[src/rtl/led_tuner_sched.sv]
// Write scheduler for the three-chip TLC5916 tuner LED serializer: holds host pattern/config,
// arbitrates config, pattern and periodic refresh into serializer write transactions.
module led_tuner_sched #(
  parameter int unsigned DATA_W   = 24,
  parameter int unsigned CLK_DIV  = 16,
  parameter int unsigned REFRESH  = 1048576,
  parameter logic [7:0]  CFG_INIT = 8'hFF,
  parameter int unsigned WD_MAX   = 8
) (
  input  logic              clk_i,
  input  logic              rst_n_i,
  input  logic [DATA_W-1:0] pat_i,
  input  logic              pat_wr_i,
  input  logic [7:0]        cfg_i,
  input  logic              cfg_wr_i,
  output logic              wr_o,
  output logic              mode_o,
  output logic [DATA_W-1:0] data_o,
  output logic              en_o,
  input  logic              busy_i,
  output logic              busy_o,
  output logic              err_o
);

  localparam int unsigned NCHIP    = DATA_W / 8;
  localparam int unsigned DIV_W    = (CLK_DIV > 1) ? $clog2(CLK_DIV) : 1;
  localparam int unsigned REF_W    = (REFRESH > 1) ? $clog2(REFRESH) : 1;
  localparam int unsigned WD_W     = (WD_MAX > 1) ? $clog2(WD_MAX) : 1;
  localparam int unsigned REF_LAST = (REFRESH > 0) ? REFRESH - 1 : 0;
  localparam int unsigned WD_LAST  = (WD_MAX > 0) ? WD_MAX - 1 : 0;

  typedef enum logic [2:0] {
    S_IDLE,
    S_CFG_WR,
    S_DAT_WR,
    S_ACK,
    S_DONE
  } state_t;

  state_t              state_q, state_d;
  logic [DATA_W-1:0]   pat_q, pat_d;
  logic [7:0]          cfg_q, cfg_d;
  logic                cfg_pend_q, cfg_pend_d;
  logic                pat_pend_q, pat_pend_d;
  logic [DIV_W-1:0]    div_q, div_d;
  logic [REF_W-1:0]    ref_q, ref_d;
  logic [WD_W-1:0]     wd_q, wd_d;
  logic                wr_q, wr_d;
  logic                mode_q, mode_d;
  logic [DATA_W-1:0]   data_q, data_d;
  logic                en_q, en_d;
  logic                busy_q, busy_d;
  logic                err_q, err_d;

  always_comb begin
    state_d    = state_q;
    pat_d      = pat_q;
    cfg_d      = cfg_q;
    cfg_pend_d = cfg_pend_q;
    pat_pend_d = pat_pend_q;
    ref_d      = '0;
    wd_d       = wd_q;
    wr_d       = wr_q;
    mode_d     = mode_q;
    data_d     = data_q;
    err_d      = err_q;

    div_d = (div_q == DIV_W'(CLK_DIV - 1)) ? '0 : div_q + DIV_W'(1);
    en_d  = (div_q == DIV_W'(CLK_DIV - 1));

    case (state_q)
      S_IDLE: begin
        if (REFRESH != 0) begin
          if (ref_q == REF_W'(REF_LAST)) begin
            ref_d      = '0;
            pat_pend_d = 1'b1;
          end else begin
            ref_d = ref_q + REF_W'(1);
          end
        end
        if (cfg_pend_q) begin
          state_d = S_CFG_WR;
        end else if (pat_pend_q) begin
          state_d = S_DAT_WR;
        end
      end
      S_CFG_WR: begin
        data_d     = {NCHIP{cfg_q}};
        mode_d     = 1'b1;
        wr_d       = 1'b1;
        wd_d       = '0;
        cfg_pend_d = 1'b0;
        pat_pend_d = 1'b1;
        state_d    = S_ACK;
      end
      S_DAT_WR: begin
        data_d     = pat_q;
        mode_d     = 1'b0;
        wr_d       = 1'b1;
        wd_d       = '0;
        pat_pend_d = 1'b0;
        state_d    = S_ACK;
      end
      S_ACK: begin
        if (busy_i) begin
          wr_d    = 1'b0;
          state_d = S_DONE;
        end else if (wd_q == WD_W'(WD_LAST)) begin
          // mode_q identifies which request was in flight, so its pend flag is restored
          wr_d  = 1'b0;
          err_d = 1'b1;
          if (mode_q) begin
            cfg_pend_d = 1'b1;
          end else begin
            pat_pend_d = 1'b1;
          end
          state_d = S_IDLE;
        end else begin
          wd_d = wd_q + WD_W'(1);
        end
      end
      S_DONE: begin
        if (!busy_i) begin
          state_d = S_IDLE;
        end
      end
      default: state_d = S_IDLE;
    endcase

    // Host strobes take precedence over the in-flight clear, so a mid-transaction write re-sends
    if (pat_wr_i) begin
      pat_d      = pat_i;
      pat_pend_d = 1'b1;
    end
    if (cfg_wr_i) begin
      cfg_d      = cfg_i;
      cfg_pend_d = 1'b1;
    end

    busy_d = (state_d != S_IDLE) | cfg_pend_d | pat_pend_d;
  end

  always_ff @(posedge clk_i or negedge rst_n_i) begin
    if (!rst_n_i) begin
      state_q    <= S_IDLE;
      pat_q      <= '0;
      cfg_q      <= CFG_INIT;
      cfg_pend_q <= 1'b1;
      pat_pend_q <= 1'b0;
      div_q      <= '0;
      ref_q      <= '0;
      wd_q       <= '0;
      wr_q       <= 1'b0;
      mode_q     <= 1'b0;
      data_q     <= '0;
      en_q       <= 1'b0;
      busy_q     <= 1'b0;
      err_q      <= 1'b0;
    end else begin
      state_q    <= state_d;
      pat_q      <= pat_d;
      cfg_q      <= cfg_d;
      cfg_pend_q <= cfg_pend_d;
      pat_pend_q <= pat_pend_d;
      div_q      <= div_d;
      ref_q      <= ref_d;
      wd_q       <= wd_d;
      wr_q       <= wr_d;
      mode_q     <= mode_d;
      data_q     <= data_d;
      en_q       <= en_d;
      busy_q     <= busy_d;
      err_q      <= err_d;
    end
  end

  assign wr_o   = wr_q;
  assign mode_o = mode_q;
  assign data_o = data_q;
  assign en_o   = en_q;
  assign busy_o = busy_q;
  assign err_o  = err_q;

endmodule

[config.mk]
export PLATFORM = sky130hd
export DESIGN_NAME = led_tuner_sched
export DESIGN_NICKNAME = d
export VERILOG_FILES = /design/src/rtl/led_tuner_sched.sv
export SDC_FILE = /design/constraint.sdc
export NUM_CORES = 1
export LEC_CHECK = 0
export CAP_MARGIN = 10
export CORE_AREA = 2 2 98 100
export CTS_CLUSTER_SIZE = 30
export DETAILED_ROUTE_END_ITERATION = 8
export DIE_AREA = 0 0 100 102
export PLACE_DENSITY = 0.77
export SLEW_MARGIN = 15
export SYNTH_ARGS = -nofsm -noshare
export SYNTH_HDL_FRONTEND = slang
export SYNTH_SLANG_ARGS = --single-unit
[constraint.sdc]
create_clock -name clk_i -period 1.95 [get_ports clk_i]
set_clock_uncertainty 0.15 [all_clocks]
set_input_delay 0.39 -clock clk_i [delete_from_list [all_inputs] [get_ports clk_i]]
set_output_delay 0.39 -clock clk_i [all_outputs]
set_load 0.03 [all_outputs]
==> run summary <==
Status: completed
Antenna-violating nets left: 0
Slew Limit Fails: 0
Routed length per placed instance: 16.3 um
Sink Count: 93
Die Y: 102 um
Worst-case reg-to-reg path depth: 4
Most used DFF post-synth: dfrtp_1
Clock buffer depth: 2
FF+latch count, synth: 93
Hold WC Path Type: reg2reg
Relative slew slack: 68.6%
Worst Path Required: 1.41 ns
Ys Warns: 0
Setup TNS Final: 0 ns
Drt initial violations: 132
Largest net degree at the start of global routing: 34
Chip Width: 100 um
PwrDens: 1240 nW/um^2
CTS HTree Levels: 3
Worst path cell trace: clkdlybuf4s50_1
Startpoint type of the worst setup path: flip-flop
First-pass GRT wire length: 13900 um
Synth Cell Area: 3990 um^2
Sequential-to-total area share from yosys stat: 58.6%
Syn nets: 363
Synth Instances: 321
Clk pin slew, worst setup/hold paths: 0.10 ns
Initial Util: 43.8%
Worst path slowest cell: clkdlybuf4s50_1
I/O pin total: 66
Post-DR vias/cell: 5.49
Hold slack: 0.316 ns
Clock Latency Late Sink: 0.36 ns
Crit path max-delay family: buffers and inverters
Buf+Inv Stages, Crit Path: 1
Post-CTS Setup Inserts: 0
Worst-margin pin slew: 0.470 ns
Final nets: 445
Crit path max fanout: 1
Synth top area cells: dfrtp_1, mux2_2, dfstp_2
Fin. Hold Viols: 0
Post-DP HPWL: 6070 um
Core Box Area: 9110 um^2
CTS buffer count: 9
Setup CP Type: reg2out
CP max stage delay: 0.66 ns
Grt ovf: 0
Final min period: 1.89 ns
Via count of the first global-routing pass: 2865
Antenna violations before repair: 0
CTS tree: done
Final design area excluding fillers: 5090 um^2
Cell variety after synth: 47
Root Driver: clkbuf_8
Area grow syn2layout: 27.5%
# diodes: 0
GPL Wtd Cong: 0.792
Levels on crit path: 1
Max IR drop VDD: 0.000614 V
# rows: 35
Post-synth ARST share: 100%
Detailed Routing Iterations Pass 1: 4
Filler Cells Inserted: 788
Final Setup Violations: 0
Share of the synthesized area in the top cell type: 52.6%
Drt drc: 0
Static leakage: 2.24 nW
Port bufs: 65
Worst hold path depth: 1
Post-DP Area: 4900 um^2
RSZ-0062 raised after global routing: false
Commonest cells post-synth: dfrtp_1, mux2_2, nor2_1
Vias after detailed routing: 2849
Count leader, synth: dfrtp_1
Number of synthesized flops with an enable pin: 0
F_max: 529 MHz
Routed wire length: 8480 um
Layout cell share with drive strength beyond 1: 23.0%
Power, Total: 6.31 mW
MaxCap Viol Count: 0
Final Util: 55.9%
Top cell type by total area after synthesis: dfrtp_1
Avg Inst Size Synth: 12.4 um^2
All-Layer GR Usage: 17.3%
Worst EP arrival: 1.35 ns
Die area: 10200 um^2
Final Cycle Share: 97.0%
CP Capture Type: output port
timing repair:
item                                   in CTS  in global routing
endpoints found under the hold margin      25                  0
setup endpoints to repair                  23                 35
hold buffers                                1                  0
resized for setup                          23                 10
routing by layer:
layer	global-route usage (%)	vias to the layer above	wire length, um
met2	28.5	55	4060
met1	23.1	1448	3970
met5	0	-	0
met4	6.74	0	138
met3	3.15	15	313
li1	-	1331	-
worst paths after layout:
check                          from   endpoint  slack (ns)
min                           err_o      err_o        0.32
max                            en_o       en_o        0.06
min in group asynchronous   rst_n_i  ref_q[10]        0.37
max in group asynchronous   rst_n_i   cfg_q[6]        0.72
min reg2reg                   err_o      err_o        0.32
max reg2reg                ref_q[4]  ref_q[19]        0.09
kinds of logic after synthesis:
kind of cell / share of synthesized area (%)
buffers and inverters: 2.41
adder cells (fa/ha/maj): 1.57
XOR/XNOR: 3.07
AND/OR/NAND/NOR: 14.3
AO/OA/AOI/OAI: 10.8
flip-flops: 58.6
multiplexers: 9.31
worst register-to-register path, cell delays in order (launching register included):
cell	delay [ns]
dfrtp_2	0.42
nand4_2	0.16
or4_4	0.59
or3_1	0.32
a21oi_1	0.15
cells in the final DEF, fill, tap and decap left out, types with 4 or more instances in the layout:
cell,n
xnor2_1,4
nand3_1,7
mux2_2,33
clkdlybuf4s50_1,36
o21ai_0,12
buf_4,19
a221o_1,18
and2_1,10
a21oi_1,13
clkbuf_8,9
ha_1,4
o21ai_1,7
dfrtp_1,82
nand2_1,13
dfstp_2,9
xor2_1,10
inv_1,4
dlygate4sd2_1,23
nand4_1,7
nor2_1,25
or3_1,5
dlymetal6s2s_1,5
area by class of cell:
cell class | instances | area (um^2) | share of cell area, %
sequential | 93 | 2340 | 46.0
tap | 111 | 139 | 2.73
multi-input combinational | 208 | 1570 | 30.8
inverter | 4 | 15.0 | 0.295
clock inverter | 7 | 63.8 | 1.25
clock buffer | 9 | 124 | 2.43
timing repair buffer | 87 | 837 | 16.4
flip-flops by register name (all words and copies together), names as in the netlist:
signal	cells
cfg_q	8
pat_q	24
err_o	1
ref_q	20
pat_pend_q	1
busy_o	1
mode_o	1
wr_o	1
cfg_pend_q	1
state_q	3
en_o	1
wd_q	3
data_o	24
div_q	4
where the power goes:
group	switching (mW)	internal (mW)	total [mW]	leakage [nW]
clock network	0.739	0.495	1.23	0.0907
registers	0.240	2.36	2.60	1.14
logic	1.46	1.01	2.47	1.01
total	2.44	3.87	6.31	2.24
metrics by stage:
step                cells  setup slack, ns
finish                519           0.0587
global route          519          0.00470
CTS                   519         0.000346
detailed placement    502           -0.209
global placement      502           -0.181
floorplan             321           0.0381
No activity file was read; power rests on OpenSTA's default activity.
